--- config.mk ---
export PLATFORM = sky130hd
export DESIGN_NAME = full_adder_flat
export DESIGN_NICKNAME = d
export VERILOG_FILES = /design/src/rtl/full_adder_pkg.sv /design/src/rtl/full_adder_if.sv /design/src/rtl/fa_bit.sv /design/src/rtl/full_adder.sv /design/src/flat_wrapper.sv
export SDC_FILE = /design/constraint.sdc
export NUM_CORES = 1
export LEC_CHECK = 0
export ABC_AREA = 0
export CAP_MARGIN = 20
export CORE_AREA = 4 4 41 43
export CTS_CLUSTER_DIAMETER = 30
export CTS_CLUSTER_SIZE = 20
export DETAILED_ROUTE_END_ITERATION = 6
export DIE_AREA = 0 0 45 47
export DONT_BUFFER_PORTS = 1
export GPL_ROUTABILITY_DRIVEN = 0
export SLEW_MARGIN = 25
export SYNTH_ARGS = -nofsm -noshare
export SYNTH_HDL_FRONTEND = slang
export SYNTH_SLANG_ARGS = --single-unit
--- constraint.sdc ---
create_clock -name clk -period 1.2 [get_ports clk]
set_input_delay 0.18 -clock clk [delete_from_list [all_inputs] [get_ports clk]]
set_output_delay 0.18 -clock clk [all_outputs]
set_load 0.01 [all_outputs]
--- src/rtl/full_adder_pkg.sv ---
// Shared constants and the carry helper for the registered ripple-carry adder.
// Optional signed-overflow output is enabled with FULL_ADDER_OVF_EN.
package full_adder_pkg;

  localparam int FA_MAX_WIDTH = 64;
  localparam logic [FA_MAX_WIDTH-1:0] FA_RESET_SUM = '0;

  // Majority of three inputs: the carry-out of a single full-adder cell.
  function automatic logic fa_majority(input logic a, input logic b, input logic c);
    return (a & b) | (a & c) | (b & c);
  endfunction

endpackage

--- src/rtl/full_adder_if.sv ---
// Operand/result bundle for full_adder; the ovf flag exists only when
// FULL_ADDER_OVF_EN is defined.
interface full_adder_if #(
  parameter int WIDTH = 1
);

  logic [WIDTH-1:0] A;
  logic [WIDTH-1:0] B;
  logic             Cin;
  logic             in_valid;
  logic [WIDTH-1:0] S;
  logic             Cout;
  logic             out_valid;

`ifdef FULL_ADDER_OVF_EN
  logic             ovf;

  modport master (output A, B, Cin, in_valid, input S, Cout, out_valid, ovf);
  modport slave  (input A, B, Cin, in_valid, output S, Cout, out_valid, ovf);
`else
  modport master (output A, B, Cin, in_valid, input S, Cout, out_valid);
  modport slave  (input A, B, Cin, in_valid, output S, Cout, out_valid);
`endif

endinterface

--- src/rtl/fa_bit.sv ---
// Combinational 1-bit full-adder cell: one link of the ripple-carry chain.
module fa_bit
  import full_adder_pkg::*;
(
  input  logic a,
  input  logic b,
  input  logic cin,
  output logic s,
  output logic cout
);

  assign s    = a ^ b ^ cin;
  assign cout = fa_majority(a, b, cin);

endmodule

--- src/rtl/full_adder.sv ---
// Registered WIDTH-bit ripple-carry adder, latency one cycle.
// Defining FULL_ADDER_OVF_EN adds a registered signed-overflow flag (ovf).
module full_adder
  import full_adder_pkg::*;
#(
  parameter int WIDTH = 1
) (
  input  logic         clk,
  input  logic         rst,
  full_adder_if.slave  bus
);

  if (WIDTH < 1 || WIDTH > FA_MAX_WIDTH) begin : g_bad_width
    $error("full_adder: WIDTH out of range");
  end

  logic [WIDTH:0]   carry;
  logic [WIDTH-1:0] sum_c;

  assign carry[0] = bus.Cin;

  for (genvar i = 0; i < WIDTH; i++) begin : g_bit
    fa_bit u_bit (
      .a    (bus.A[i]),
      .b    (bus.B[i]),
      .cin  (carry[i]),
      .s    (sum_c[i]),
      .cout (carry[i+1])
    );
  end

  // Result register: reset wins, a valid input loads, otherwise sum/carry hold.
  always_ff @(posedge clk) begin
    if (rst) begin
      bus.S         <= FA_RESET_SUM[WIDTH-1:0];
      bus.Cout      <= 1'b0;
      bus.out_valid <= 1'b0;
    end else if (bus.in_valid) begin
      bus.S         <= sum_c;
      bus.Cout      <= carry[WIDTH];
      bus.out_valid <= 1'b1;
    end else begin
      bus.S         <= bus.S;
      bus.Cout      <= bus.Cout;
      bus.out_valid <= 1'b0;
    end
  end

`ifdef FULL_ADDER_OVF_EN
  // Signed overflow: carry into the MSB differs from carry out of it.
  always_ff @(posedge clk) begin
    if (rst) begin
      bus.ovf <= 1'b0;
    end else if (bus.in_valid) begin
      bus.ovf <= carry[WIDTH] ^ carry[WIDTH-1];
    end else begin
      bus.ovf <= bus.ovf;
    end
  end
`endif

endmodule

--- src/flat_wrapper.sv ---
// flat-port wrapper written by rule: the top's interface ports become plain ports
module full_adder_flat import full_adder_pkg::*;
#(
  parameter int WIDTH = 1
)
  (clk, rst, bus_A, bus_B, bus_Cin, bus_in_valid, bus_S, bus_Cout, bus_out_valid);
  full_adder_if #(.WIDTH(WIDTH)) bus_i ();
  input  logic clk;
  input  logic rst;
  input wire logic [$bits(bus_i.A)-1:0] bus_A;
  input wire logic [$bits(bus_i.B)-1:0] bus_B;
  input wire logic [$bits(bus_i.Cin)-1:0] bus_Cin;
  input wire logic [$bits(bus_i.in_valid)-1:0] bus_in_valid;
  output wire logic [$bits(bus_i.S)-1:0] bus_S;
  output wire logic [$bits(bus_i.Cout)-1:0] bus_Cout;
  output wire logic [$bits(bus_i.out_valid)-1:0] bus_out_valid;
  assign bus_i.A = bus_A;
  assign bus_i.B = bus_B;
  assign bus_i.Cin = bus_Cin;
  assign bus_i.in_valid = bus_in_valid;
  assign bus_S = bus_i.S;
  assign bus_Cout = bus_i.Cout;
  assign bus_out_valid = bus_i.out_valid;
  full_adder #(.WIDTH(WIDTH)) u_core (.clk(clk), .rst(rst), .bus(bus_i));
endmodule
# Word level (Yosys, flattened, before mapping)
# Cells that the tools add are included.
dict set report word_totals {
  in_bits 6
  regBits 3
  out_inout_bits 3
}
dict set report op_classes {
  bitwise 7
  muxes 1
}
# operator count
set op_table {}
lappend op_table {{$and 1x1->1} 3}
lappend op_table {{$or 1x1->1} 2}
lappend op_table {{$xor 1x1->1} 2}
lappend op_table {{$mux 1} 1}

# Depth between registers and ports, before layout
# Gate-level depths: netlist of the first run.
dict set report logic_depth {
  depth_word 3
  ltp_mapped 3
  ltp_nobuf 3
}

# Hierarchy
# Synthesis of the first run repeated with hierarchy kept, for this count alone.
dict set report unflattened {
  cells_unflattened 9
  area_unflattened_um2 113.9
}
# mod cells_each seq_area_each_um2 area_per_inst_um2 n_inst
set modules_own_cells {}
lappend modules_own_cells {full_adder 8 60.1 93.8 1}
lappend modules_own_cells {fa_bit 1 0.0 20.0 1}

# Worst setup path before layout of the first run
# Ideal clock, no wire load.
dict set report synth_path {
  path_type {in2reg}
  startpoint {in bus_Cin}
  endpoint {reg u_core.bus.S}
  t_arrival_ps 801
  path_buffers 0
  setup_time_ps 114
  path_stages 3
  t_required_ps 1086
  path_slack_ps 285
  path_cell_list {fa_1 mux2i_1 nor2_1}
}
dict set report synth_between {
  elab_chain_cells 1
}
# item line
set synth_lines {}
lappend synth_lines {{from (decl)} flat_wrapper.sv:12} ;# input wire logic [$bits(bus_i.Cin)-1:0] bus_Cin;
lappend synth_lines {{$xor 1x1->1} fa_bit.sv:12} ;# assign s = a ^ b ^ cin;
lappend synth_lines {{to (signal assigned)} full_adder.sv:35} ;# bus.S <= FA_RESET_SUM[WIDTH-1:0];
lappend synth_lines {{to (signal assigned)} full_adder.sv:39} ;# bus.S <= sum_c;
lappend synth_lines {{to (signal assigned)} full_adder.sv:43} ;# bus.S <= bus.S;
lappend synth_lines {{to (decl)} full_adder_if.sv:22} ;# modport slave (input A, B, Cin, in_valid, output S, Cout, out_valid);
# Every way passes these cells.
# A chain may end at the register's enable or synchronous reset.

# Final worst setup path of the first run
dict set report layout_path {
  startpoint {reg u_core.bus.Cout}
  endpoint {out bus_Cout}
}
# item line
set layout_rtl {}
lappend layout_rtl {{from (decl)} full_adder_if.sv:22}
lappend layout_rtl {{from (signal assigned)} full_adder.sv:40} ;# bus.Cout <= carry[WIDTH];
lappend layout_rtl {{from (signal assigned)} full_adder.sv:44} ;# bus.Cout <= bus.Cout;
lappend layout_rtl {{to (decl)} flat_wrapper.sv:15} ;# output wire logic [$bits(bus_i.Cout)-1:0] bus_Cout;
# No word-level cell between the ends.

==> results by group, run 1 <==
Outcome
  • Outcome: completed

Layout
  • Antenna diodes: 0
  • Layout area overhead: 39.6%
  • Share of cells above drive strength 1: a little under a quarter
  • Design area: around 160 µm²
  • Fillers: about 150
  • Final Net Count: 21
  • Commonest non-fill, non-tap cells in the layout: 3 x clkbuf_4, 3 x dfxtp_1, 2 x mux2i_1, 2 x nor2_1

CTS
  • Worst-Skew Late Latency: approximately 0.24 ns
  • Root Driver: clkbuf_4
  • Reg clk slew, reported paths: around 0.040 ns
  • H-tree Lvls: 1
  • Longest Clk Path Bufs: 2
  • Post_cts resized: 0
  • Postcts setup bufs: 0
  • CTS buffer count: 3
  • CTS Hold Bufs: 0
  • CTS tree: yes
  • Clock Sink Count: 3

Synthesis
  • Synthesized cell area: about 110 µm²
  • Synth warn: 0
  • Avg Cell Area, Syn: 12.7 µm²
  • Synth Net Count: 16
  • Yosys reg bits: 3
  • Register area share after synthesis: about 53%
  • Cell count after synthesis: 9
  • Yosys cell types: 5

STA
  • Slew headroom: 91.3%
  • Unrepaired setup endpoints after global routing: no
  • Fmax: between 1 and 1.5 GHz
  • Slew Viols, Final: 0
  • Slew @ Worst Pin: 0.126 ns
  • Final Setup Violations: 0
  • Shortest period the worst path allows: 0.802 ns
  • Clk_skew: 0 ns
  • Setup_tns: 0 ns
  • Fin crit share: between 60% and 70%
  • Hold Fails Final Rpt: 0

Floorplan
  • Initial Utilization: 8.75%
  • Die Height: 47 µm
  • Core area: ~1300 µm²
  • I/O Pins: 9
  • Die area: 2120 µm²
  • Die Span X: ~45 µm
  • Row cnt: 13

GRT
  • GRT Total Usage: under 10%
  • Largest net degree at the start of global routing: 4
  • GRT overflow: 0
  • Initial antenna violation count: 0
  • First-pass GRT wire length: 489 µm
  • Vias in the first global route: about 110

Routing
  • DRT Pass-1 Iters: 2
  • DRT Wirelength: 348 µm
  • DR WL/cell: 12.4 µm
  • Vias per inst: between 3 and 4
  • DRC viols: 0
  • Vias post-DR: just over 90
  • Post-route antenna net violation count: 0
  • Initial DRC Count: 1

Power and ir drop
  • Lkg Pwr: 0.0648 nW
  • VDD IR max: between 200 and 250 µV
  • Pwr dens: between 1500 and 2000 nW/µm²

Place
  • I/O Buffers: 0
  • Placed Area: about 130 µm²

Setup path
  • R2R depth: 2
  • Critical Path RT: between 1 and 1.5 ns
  • Crit. End Element: output port
  • Crit Path Max Fanout: 2
  • Stages on worst setup path: 0
  • Critical setup path kind: flop to output port
  • Critical path startpoint category: flop
  • WP data arrival: between 0.6 and 0.7 ns

Worst hold path
  • WHS Path Cells: 1
  • Hold Crit Class: primary input to flop

Job
  • Max-cap viol count: 0
[power by group]
part / switching, mW / leakage, nW / total, mW / internal, mW
Combinational: 0.00560 / 0.0249 / 0.0146 / 0.00900
Clock: 0.0567 / 0.0150 / 0.182 / 0.125
Sequential: 0.00767 / 0.0249 / 0.115 / 0.108
[area by class of cell]
| class | instances | area (µm²) | area share [%] |
|---|---|---|---|
| Multi-Input combinational cell | 6 | 53.8 | 33.9 |
| Clock buffer | 4 | 26.3 | 16.5 |
| Tap cell | 15 | 18.8 | 11.8 |
| Sequential cell | 3 | 60.1 | 37.8 |
[flip-flops by register name, indices dropped and copies added, names as in the netlist]
register and count:
u_core.bus.Cout 1, u_core.bus.S 1, u_core.bus.out_valid 1
[Yosys cell counts]
cell type | instances | area (µm²)
fa_1 | 1 | 20.0
nor2_1 | 2 | 7.51
mux2i_1 | 2 | 20.0
nor2b_1 | 1 | 6.26
dfxtp_1 | 3 | 60.1
[cells by family after synthesis]
group                      Yosys count  share of synthesized area, %
DFF                                  3                          52.7
adders and majority gates            1                          17.6
and+or+nand+nor                      3                          12.1
muxes                                2                          17.6
[final timing paths]
| path | from | to | slack, ns |
|---|---|---|---|
| max | u_core.bus.Cout | bus_Cout | 0.40 |
| min | rst | u_core.bus.Cout | 0.01 |
| max reg2reg | u_core.bus.S | u_core.bus.S | 0.57 |
| min reg2reg | u_core.bus.Cout | u_core.bus.Cout | 0.56 |
[metrics by stage]
stage | instances | setup WS (ns) | power [mW] | hold WS [ns] | util, %
finish | 28 | 0.398 | 0.312 | 0.0104 | 12.2
global route | 28 | 0.383 | 0.326 | 0.00529 | 12.2
CTS | 28 | 0.388 | 0.323 | 0.000555 | 12.2
detailed placement | 24 | 0.241 | 0.132 | 0.255 | 10.2
global placement | 24 | 0.278 | 0.130 | 0.253 | 10.2
floorplan | 9 | 0.285 | 0.128 | 0.252 | -
[routing by layer]
layer,global-route usage (%),routed length [µm],up-vias
li1,-,-,38
met1,2.05,84,40
met2,3.67,113,12
met3,9.96,138,2
met4,7.02,10,0
met5,0,0,-
No activity file was read; power rests on OpenSTA's default activity.
==> inputs of run 2 (changes only) <==
==> constraint.sdc (replaced) <==
create_clock -name clk -period 0.8 [get_ports clk]
set_input_delay 0.12 -clock clk [delete_from_list [all_inputs] [get_ports clk]]
set_output_delay 0.12 -clock clk [all_outputs]
set_load 0.01 [all_outputs]
==> results by group, run 2 (same netlist as run 1, synthesis figures left out) <==
Outcome
  • Outcome: completed

Power and ir drop
  • Clock Power Share: approximately 58%
  • Lkg Pwr: between 0.06 and 0.07 nW
  • Internal cell power: around 370 µW
  • Register share of total power: a little over a third
  • Pwr dens: roughly 2800 nW/µm²
  • VDD IR max: 319 µV
  • Switching power: roughly 110 µW
  • Overall power: about 470 µW
  • Sw Ratio: between 20% and 30%
  • Comb pwr share: 5.8%

STA
  • Final Setup Violations: 0
  • Slew headroom: 91.2%
  • Unrepaired setup endpoints after global routing: no
  • Slew @ Worst Pin: around 0.13 ns
  • Slew Viols, Final: 0
  • Fin crit share: just over 90%
  • Fmax: 1.35 GHz
  • Hold Fails Final Rpt: 0
  • Clk_skew: 0 ns
  • Shortest period the worst path allows: between 0.7 and 0.8 ns
  • Hold WS: 0.0223 ns

GRT
  • Initial antenna violation count: 0
  • GRT Total Usage: under 10%
  • GRT overflow: 0
  • Vias in the first global route: between 100 and 150
  • First-pass GRT wire length: roughly 500 µm
  • Largest net degree at the start of global routing: 4

Floorplan
  • Core area: about 1300 µm²
  • Row cnt: 13
  • Die Height: between 40 and 50 µm
  • Initial Utilization: under 10%
  • Die area: between 2000 and 2500 µm²
  • Die Span X: around 45 µm
  • I/O Pins: 9

Setup path
  • Crit. End Element: output port
  • WP data arrival: approximately 0.62 ns
  • Critical path startpoint category: flop
  • Critical setup path kind: flop to output port
  • Critical Path RT: approximately 0.68 ns
  • Crit Path Max Fanout: 2

Layout
  • Biggest registers after layout: u_core.bus.Cout x1, u_core.bus.S x1, u_core.bus.out_valid x1
  • Layout area overhead: 48.4%
  • Final core utilization: 13.0%
  • Fin cells: 29
  • Antenna diodes: 0
  • Design area: ~170 µm²
  • Commonest non-fill, non-tap cells in the layout: 3 x clkbuf_4, 3 x dfxtp_1, 2 x mux2i_1, 2 x nor2_1
  • Share of cells above drive strength 1: a little over a fifth
  • Fillers: 154
  • Final Net Count: 22

Place
  • Placed Instances: 24
  • I/O Buffers: 0
  • Placed Area: 133 µm²

CTS
  • H-tree Lvls: 1
  • Postcts setup bufs: 0
  • CTS tree: yes
  • Clock Sink Count: 3
  • Worst-Skew Late Latency: 0.24 ns
  • Longest Clk Path Bufs: 2
  • CTS buffer count: 3
  • Reg clk slew, reported paths: 0.04 ns
  • Root Driver: clkbuf_4

Routing
  • DRT Wirelength: about 350 µm
  • DRC viols: 0
  • Initial DRC Count: 2
  • DR WL/cell: ~12 µm
  • Post-route antenna net violation count: 0
  • Vias post-DR: between 90 and 100
  • Vias per inst: around 3.3
  • DRT Pass-1 Iters: 2

Job
  • Max-cap viol count: 0

Worst hold path
  • Hold Crit Class: primary input to flop
-- run 2: what timing repair did --
item                      in CTS  in global routing
hold endpoints to repair       3                  0
hold buffers                   1                  0
resized for setup              0                  0
-- run 2: power groups by stage --
stage	Combinational (mW)	Clock [mW]	Sequential (mW)
after floorplan	0.0182	0	0.173
after global placement	0.0193	0	0.175
after detailed placement	0.0226	0	0.176
after CTS	0.0283	0.289	0.173
after global routing	0.0310	0.289	0.174
final	0.0275	0.272	0.173
-- run 2: cell type report --
cell class	count	area, µm²	area share [%]
sequential	3	60.1	35.6
multi-input combinational	6	53.8	31.9
timing repair buffer	1	10.0	5.93
tap	15	18.8	11.1
clock buffer	4	26.3	15.6
-- run 2: layer usage --
| metal | global-route usage, % | vias to the layer above | share of wire (%) |
|---|---|---|---|
| met3 | 9.20 | 2 | 35 |
| met5 | 0 | - | 0 |
| met2 | 3.67 | 11 | 33 |
| met4 | 7.02 | 0 | 2.9 |
| met1 | 2.50 | 42 | 29 |
| li1 | - | 40 | - |
-- run 2: worst paths after layout --
kind | startpoint | end | slack (ns) | cells past startpoint
max reg2reg | u_core.bus.S | u_core.bus.S | 0.17 | 2
min | bus_in_valid | u_core.bus.out_valid | 0.02 | 1
min reg2reg | u_core.bus.Cout | u_core.bus.Cout | 0.57 | 2
max | u_core.bus.Cout | bus_Cout | 0.06 | 0
-- run 2: through the flow --
step / worst slack [ns] / TNS (ns)
6_report: 0.0585 / 0
5_1_grt: 0.0434 / 0
4_1_cts: 0.0479 / 0
3_5_place_dp: -0.0989 / -0.137
3_3_place_gp: -0.0622 / -0.0744
2_1_floorplan: -0.0552 / -0.0552
